## config.mk

```make
export PLATFORM = sky130hd
export DESIGN_NAME = vga_scan_flat
export DESIGN_NICKNAME = d
export VERILOG_FILES = /design/src/rtl/vga_scan_if.sv /design/src/rtl/vga_scan.sv /design/src/flat_wrapper.sv
export SDC_FILE = /design/constraint.sdc
export NUM_CORES = 1
export LEC_CHECK = 0
export ABC_AREA = 1
export BUFFER_PORTS_ARGS = -buffer_cell sky130_fd_sc_hd__buf_4
export CAP_MARGIN = 20
export CORE_MARGIN = 3
export CORE_UTILIZATION = 40
export DETAILED_ROUTE_END_ITERATION = 8
export HOLD_SLACK_MARGIN = 0.08
export SETUP_SLACK_MARGIN = 0.3
export SLEW_MARGIN = 5
export SYNTH_ARGS = -nofsm -noshare
export SYNTH_HDL_FRONTEND = slang
export SYNTH_SLANG_ARGS = --single-unit
```

## constraint.sdc

```tcl
create_clock -name clk -period 2.8 [get_ports clk]
set_input_delay 0.56 -clock clk [delete_from_list [all_inputs] [get_ports clk]]
set_output_delay 0.56 -clock clk [all_outputs]
set_load 0.02 [all_outputs]
```

## src/rtl/vga_scan_if.sv

```systemverilog
// Pixel interface between the VGA timing master and the renderers:
// scan coordinates and frame tick out, composited pixel back.
interface vga_scan_if;
  logic [8:0] row_addr;
  logic [9:0] col_addr;
  logic       fresh;
  logic       px;

  modport master (output row_addr, col_addr, fresh, input px);
  modport slave  (input row_addr, col_addr, fresh, output px);
endinterface

```

## src/rtl/vga_scan.sv

```systemverilog
// VGA 640x480@60 timing master: scan counters, registered renderer addresses,
// frame tick, and latency-aligned RGB/sync outputs for the composited pixel.
module vga_scan #(
  parameter int unsigned PX_LATENCY = 1,
  parameter logic [11:0] FG_COLOR   = 12'h555,
  parameter logic [11:0] BG_COLOR   = 12'hFFF,
  parameter int unsigned H_ACTIVE   = 640,
  parameter int unsigned H_FP       = 16,
  parameter int unsigned H_SYNC     = 96,
  parameter int unsigned H_BP       = 48,
  parameter int unsigned V_ACTIVE   = 480,
  parameter int unsigned V_FP       = 10,
  parameter int unsigned V_SYNC     = 2,
  parameter int unsigned V_BP       = 33
) (
  input  logic        clk,
  input  logic        rst_n,
  vga_scan_if.master  pix,
  output logic        hs,
  output logic        vs,
  output logic [3:0]  r,
  output logic [3:0]  g,
  output logic [3:0]  b
);

  localparam int unsigned H_TOTAL = H_ACTIVE + H_FP + H_SYNC + H_BP;
  localparam int unsigned V_TOTAL = V_ACTIVE + V_FP + V_SYNC + V_BP;

  localparam logic [9:0] H_ACT     = 10'(H_ACTIVE);
  localparam logic [9:0] H_LAST    = 10'(H_TOTAL - 1);
  localparam logic [9:0] HS_BEG    = 10'(H_ACTIVE + H_FP);
  localparam logic [9:0] HS_END    = 10'(H_ACTIVE + H_FP + H_SYNC - 1);
  localparam logic [9:0] V_ACT     = 10'(V_ACTIVE);
  localparam logic [9:0] V_LAST    = 10'(V_TOTAL - 1);
  localparam logic [9:0] VS_BEG    = 10'(V_ACTIVE + V_FP);
  localparam logic [9:0] VS_END    = 10'(V_ACTIVE + V_FP + V_SYNC - 1);
  localparam logic [9:0] FRESH_END = 10'(V_ACTIVE + 1);

  logic [9:0]  h_cnt_q, h_cnt_d;
  logic [9:0]  v_cnt_q, v_cnt_d;
  logic [8:0]  row_q, row_d;
  logic [9:0]  col_q, col_d;
  logic        fresh_q, fresh_d;
  logic [2:0]  raw;
  logic [2:0]  tap;
  logic [2:0]  dl_q [PX_LATENCY];
  logic        hs_q, hs_d;
  logic        vs_q, vs_d;
  logic [11:0] rgb_q, rgb_d;

  // Addresses and fresh decode the next counter value so they stay
  // cycle-aligned with h_cnt/v_cnt; fresh covers v = V_ACTIVE and V_ACTIVE+1.
  always_comb begin
    h_cnt_d = h_cnt_q + 10'd1;
    v_cnt_d = v_cnt_q;
    if (h_cnt_q == H_LAST) begin
      h_cnt_d = '0;
      v_cnt_d = (v_cnt_q == V_LAST) ? '0 : v_cnt_q + 10'd1;
    end
    row_d   = (v_cnt_d < V_ACT) ? v_cnt_d[8:0] : '1;
    col_d   = (h_cnt_d < H_ACT) ? h_cnt_d : '1;
    fresh_d = (v_cnt_d == V_ACT) || (v_cnt_d == FRESH_END);
  end

  always_comb begin
    raw[2] = (h_cnt_q < H_ACT) && (v_cnt_q < V_ACT);
    raw[1] = !((h_cnt_q >= HS_BEG) && (h_cnt_q <= HS_END));
    raw[0] = !((v_cnt_q >= VS_BEG) && (v_cnt_q <= VS_END));
    tap    = dl_q[PX_LATENCY-1];
    // px is only looked at when the aligned active bit is set.
    rgb_d  = tap[2] ? (pix.px ? FG_COLOR : BG_COLOR) : '0;
    hs_d   = tap[1];
    vs_d   = tap[0];
  end

  always_ff @(posedge clk or negedge rst_n) begin
    if (!rst_n) begin
      h_cnt_q <= '0;
      v_cnt_q <= '0;
      row_q   <= '0;
      col_q   <= '0;
      fresh_q <= 1'b0;
      hs_q    <= 1'b1;
      vs_q    <= 1'b1;
      rgb_q   <= '0;
      for (int unsigned i = 0; i < PX_LATENCY; i++) begin
        dl_q[i] <= 3'b011;
      end
    end else begin
      h_cnt_q <= h_cnt_d;
      v_cnt_q <= v_cnt_d;
      row_q   <= row_d;
      col_q   <= col_d;
      fresh_q <= fresh_d;
      hs_q    <= hs_d;
      vs_q    <= vs_d;
      rgb_q   <= rgb_d;
      dl_q[0] <= raw;
      for (int unsigned i = 1; i < PX_LATENCY; i++) begin
        dl_q[i] <= dl_q[i-1];
      end
    end
  end

  assign pix.row_addr = row_q;
  assign pix.col_addr = col_q;
  assign pix.fresh    = fresh_q;
  assign hs           = hs_q;
  assign vs           = vs_q;
  assign r            = rgb_q[11:8];
  assign g            = rgb_q[7:4];
  assign b            = rgb_q[3:0];

endmodule
```

## src/flat_wrapper.sv

```systemverilog
// flat-port wrapper written by rule: the top's interface ports become plain ports
module vga_scan_flat 
#(
  parameter int unsigned PX_LATENCY = 1,
  parameter logic [11:0] FG_COLOR   = 12'h555,
  parameter logic [11:0] BG_COLOR   = 12'hFFF,
  parameter int unsigned H_ACTIVE   = 640,
  parameter int unsigned H_FP       = 16,
  parameter int unsigned H_SYNC     = 96,
  parameter int unsigned H_BP       = 48,
  parameter int unsigned V_ACTIVE   = 480,
  parameter int unsigned V_FP       = 10,
  parameter int unsigned V_SYNC     = 2,
  parameter int unsigned V_BP       = 33
)
  (clk, rst_n, hs, vs, r, g, b, pix_row_addr, pix_col_addr, pix_fresh, pix_px);
  vga_scan_if pix_i ();
  input  logic clk;
  input  logic rst_n;
  output logic hs;
  output logic vs;
  output logic [3:0] r;
  output logic [3:0] g;
  output logic [3:0] b;
  output wire logic [$bits(pix_i.row_addr)-1:0] pix_row_addr;
  output wire logic [$bits(pix_i.col_addr)-1:0] pix_col_addr;
  output wire logic [$bits(pix_i.fresh)-1:0] pix_fresh;
  input wire logic [$bits(pix_i.px)-1:0] pix_px;
  assign pix_row_addr = pix_i.row_addr;
  assign pix_col_addr = pix_i.col_addr;
  assign pix_fresh = pix_i.fresh;
  assign pix_i.px = pix_px;
  vga_scan #(.PX_LATENCY(PX_LATENCY), .FG_COLOR(FG_COLOR), .BG_COLOR(BG_COLOR), .H_ACTIVE(H_ACTIVE), .H_FP(H_FP), .H_SYNC(H_SYNC), .H_BP(H_BP), .V_ACTIVE(V_ACTIVE), .V_FP(V_FP), .V_SYNC(V_SYNC), .V_BP(V_BP)) u_core (.clk(clk), .rst_n(rst_n), .pix(pix_i), .hs(hs), .vs(vs), .r(r), .g(g), .b(b));
endmodule
```

==> impl_metrics.py <==
metrics = {
    "finish": {
        "area_growth_pct": 15.6,
        "fin_area_mm2": 0.00264,
        "drive_gt1_share_pct": 27.1,
        "fillers": 525,
        "nNetsFinal": 291,
        "antennaDiodeCount": 0,
        "most-common-layout-cells": "nand2_1 (52), dfrtp_1 (43), inv_1 (40)",
        "layout_commonest_cell": "nand2_1",
    },
    "critical_path": {
        "worst_setup_path_start_kind": "flop",
        "cp.required_ns": 2.97,
        "path_class": "flop to flop",
        "critPathMaxStageDelay_ns": 0.37,
        "cp_slowest_cell": "dfrtp_1",
        "critPathBufInv": 0,
        "crit_family": "simple AND/OR/NAND/NOR gates",
        "crit_path_end_kind": "flop",
        "path_cells": "ha_1 > nand2_2 > nor2_4 > nand3_2 > o21ai_2 > nor2_1 > o21ai_4 > nand2_1",
        "arrival_ns": 2.14,
        "critPathMaxFanout": 13,
    },
    "drt": {
        "vias": 1645,
        "wire_per_inst_um": 12.0,
        "antenna_left": 0,
        "finalWirelength_um": 4250,
        "first_pass_iters": 4,
        "drtIter0Drc": 143,
        "route.detailed.drc": 0,
        "vias_per_cell": 4.65,
    },
    "cts": {
        "cts_tree": "yes",
        "cts-root-buf": "clkbuf_8",
        "post-cts-setup-buffers": 0,
        "numCtsBuffers": 5,
        "clk_latency_ns": 0.30,
        "clk_path_buf_depth": 2,
        "cts_hold_buf": 0,
        "cts_sinks": 47,
        "ctsResizeCount": 0,
        "path_clk_slew_ns": 0.08,
        "htreeDepth": 2,
    },
    "grt": {
        "met1_usage_pct": 20.6,
        "antenna_found_initial": 0,
        "grt_max_degree": 48,
        "grt_usage_pct": 14.5,
        "busiest_layer": "met2",
        "grt.met2_usage_pct": 22.1,
        "grt_pass1_vias": 1601,
        "grtUsageMet3_pct": 3.18,
        "overflow": 0,
        "grt_pass1_wl_um": 7420,
    },
    "power": {
        "power_density_mw_per_mm2": 438,
        "power.internal_mw": 0.912,
        "switchingPower_mw": 0.241,
        "seqPwrFrac_pct": 59.0,
        "clock_power_share_pct": 38.6,
        "irDropWorstVdd_v": 0.000236,
        "switching_share_pct": 20.9,
        "combPwrFrac_pct": 2.4,
        "cellLeakagePower_nw": 1.41,
    },
    "timing": {
        "hold_ws_ns": 0.244,
        "fmax_ghz": 0.509,
        "slew_violations": 0,
        "setup_tns_ns": 0,
        "tightest_slew_ns": 0.588,
        "skew_ns": 0.00510,
        "fin_crit_sh_pct": 70.1,
        "relSlewSlack_pct": 60.8,
        "hold_viol": 0,
        "period_minus_slack_ns": 1.96,
        "finalSetupViolCount": 0,
        "rsz0062_at_grt": "false",
    },
    "synth": {
        "syn-cell-area_mm2": 0.00228,
        "synth.yosys.warnings": 0,
        "yosys.cell_types.count": 33,
        "ys_ff_latch": 47,
        "syn_inst": 252,
        "synth_nets": 260,
        "synth.avg_cell_area_um2": 9.05,
        "ys_seq_area_share_pct": 51.8,
    },
    "place": {
        "hpwlAfterDp_um": 3020,
        "dpl_cell_area_mm2": 0.00254,
        "io_buffer_count": 36,
        "gp_congestion": 0.847,
    },
    "floorplan": {
        "io_pins": 37,
        "start_util_pct": 43.0,
        "die_w_um": 81.5,
        "die-area_mm2": 0.00664,
        "placementRows": 26,
        "fp.dieH_um": 81.5,
        "coreArea_mm2": 0.00530,
    },
    "hold_path": {
        "hold_path.class": "input port to asynchronous set/reset pin",
    },
    "run_status": {
        "status": "completed",
    },
    "run": {
        "cap_viol_max_count": 0,
    },
}
==> cell families (layout without fill, tap and decap cells) <==
family | Yosys count | after routing | share of synthesized area, %
AND/OR/NAND/NOR | 124 | 124 | 27.4
buffers and inverters | 58 | 90 | 12.0
AO/OA/AOI/OAI | 17 | 17 | 5.65
flip-flops | 47 | 47 | 51.8
XOR/XNOR | 1 | 1 | 0.384
adder cells (fa/ha/maj) | 5 | 5 | 2.74
==> final timing paths <==
path | from | endpoint | cells after the start | slack, ns
worst min-delay path | rst_n | u_core.pix.col_addr[3] | 1 | 0.24
worst max-delay path | u_core.h_cnt_q[1] | u_core.pix.col_addr[1] | 8 | 0.84
worst max register to register | u_core.h_cnt_q[1] | u_core.pix.col_addr[1] | 8 | 0.84
min in group clk | u_core.dl_q[0] | u_core.vs | 0 | 0.36
max in group asynchronous | rst_n | u_core.h_cnt_q[5] | 1 | 2.14
worst min register to register | u_core.dl_q[0] | u_core.vs | 0 | 0.36
==> per-stage QoR <==
stage / power (mW) / instances / util [%] / worst slack (ns)
after global routing: 1.20 / 354 / 49.7 / 0.639
after floorplan: 0.705 / 252 / - / 1.19
after CTS: 1.18 / 354 / 49.7 / 0.801
after global placement: 0.722 / 346 / 47.8 / 0.936
final: 1.15 / 354 / 49.7 / 0.837
after detailed placement: 0.723 / 346 / 47.8 / 0.821
==> registers in the layout, indices dropped and copies added (netlist names) <==
name and flops:
u_core.h_cnt_q 10, u_core.hs 1, u_core.v_cnt_q 10, u_core.pix.col_addr 10
u_core.pix.fresh 1, u_core.rgb_q 2, u_core.pix.row_addr 9, u_core.dl_q 3
u_core.vs 1
==> cell usage after synthesis <==
cell       instances  area [µm²]
nor2_2             4        25.0
o21ai_4            1        16.3
inv_2              6        22.5
nand3_1           21         105
nor3_1             3        15.0
ha_1               5        62.6
nand3b_1           2        15.0
buf_6              1        11.3
o21ai_2            2        17.5
a2111oi_0          1        8.76
nor2_1            21        78.8
inv_1             40         150
buf_8              1        15.0
nand3_4            2        35.0
nor4_1             1        6.26
nand2_4            1        11.3
nand4_1            3        18.8
nand2_1           52         195
a2bb2oi_2          1        15.0
o211ai_1           1        7.51
nand3_2            3        30.0
nand2_2            6        37.5
a2bb2oi_1          1        8.76
a21boi_0           1        7.51
dfrtp_1           43        1080
buf_4             10        75.1
nor2_4             4        45.0
xor2_1             1        8.76
o21bai_1           1        7.51
o21ai_0            5        25.0
a21oi_1            3        15.0
or2_1              1        6.26
dfstp_2            4         105
==> metal layers <==
metal  vias up  part of all wire [%]
met2        49                    43
met4         0                   1.3
met3         5                   7.4
met5         -                     0
li1        832                     -
met1       759                    48
==> final cells by class <==
type                       count  area [µm²]  area share (%)
timing repair buffer          36         270            10.3
clock buffer                   8         100            3.80
multi-input combinational    147         825            31.3
inverter                      46         173            6.55
sequential                    47        1180            44.8
tap                           70        87.6            3.32
==> power by group through the flow <==
stage | Clock, mW | Sequential [mW] | Combinational (mW)
after floorplan | 0 | 0.694 | 0.0105
after global placement | 0 | 0.693 | 0.0282
after detailed placement | 0 | 0.694 | 0.0293
after CTS | 0.467 | 0.680 | 0.0293
after global routing | 0.493 | 0.681 | 0.0315
final | 0.446 | 0.680 | 0.0275
Power figures use the tool's default switching activity.
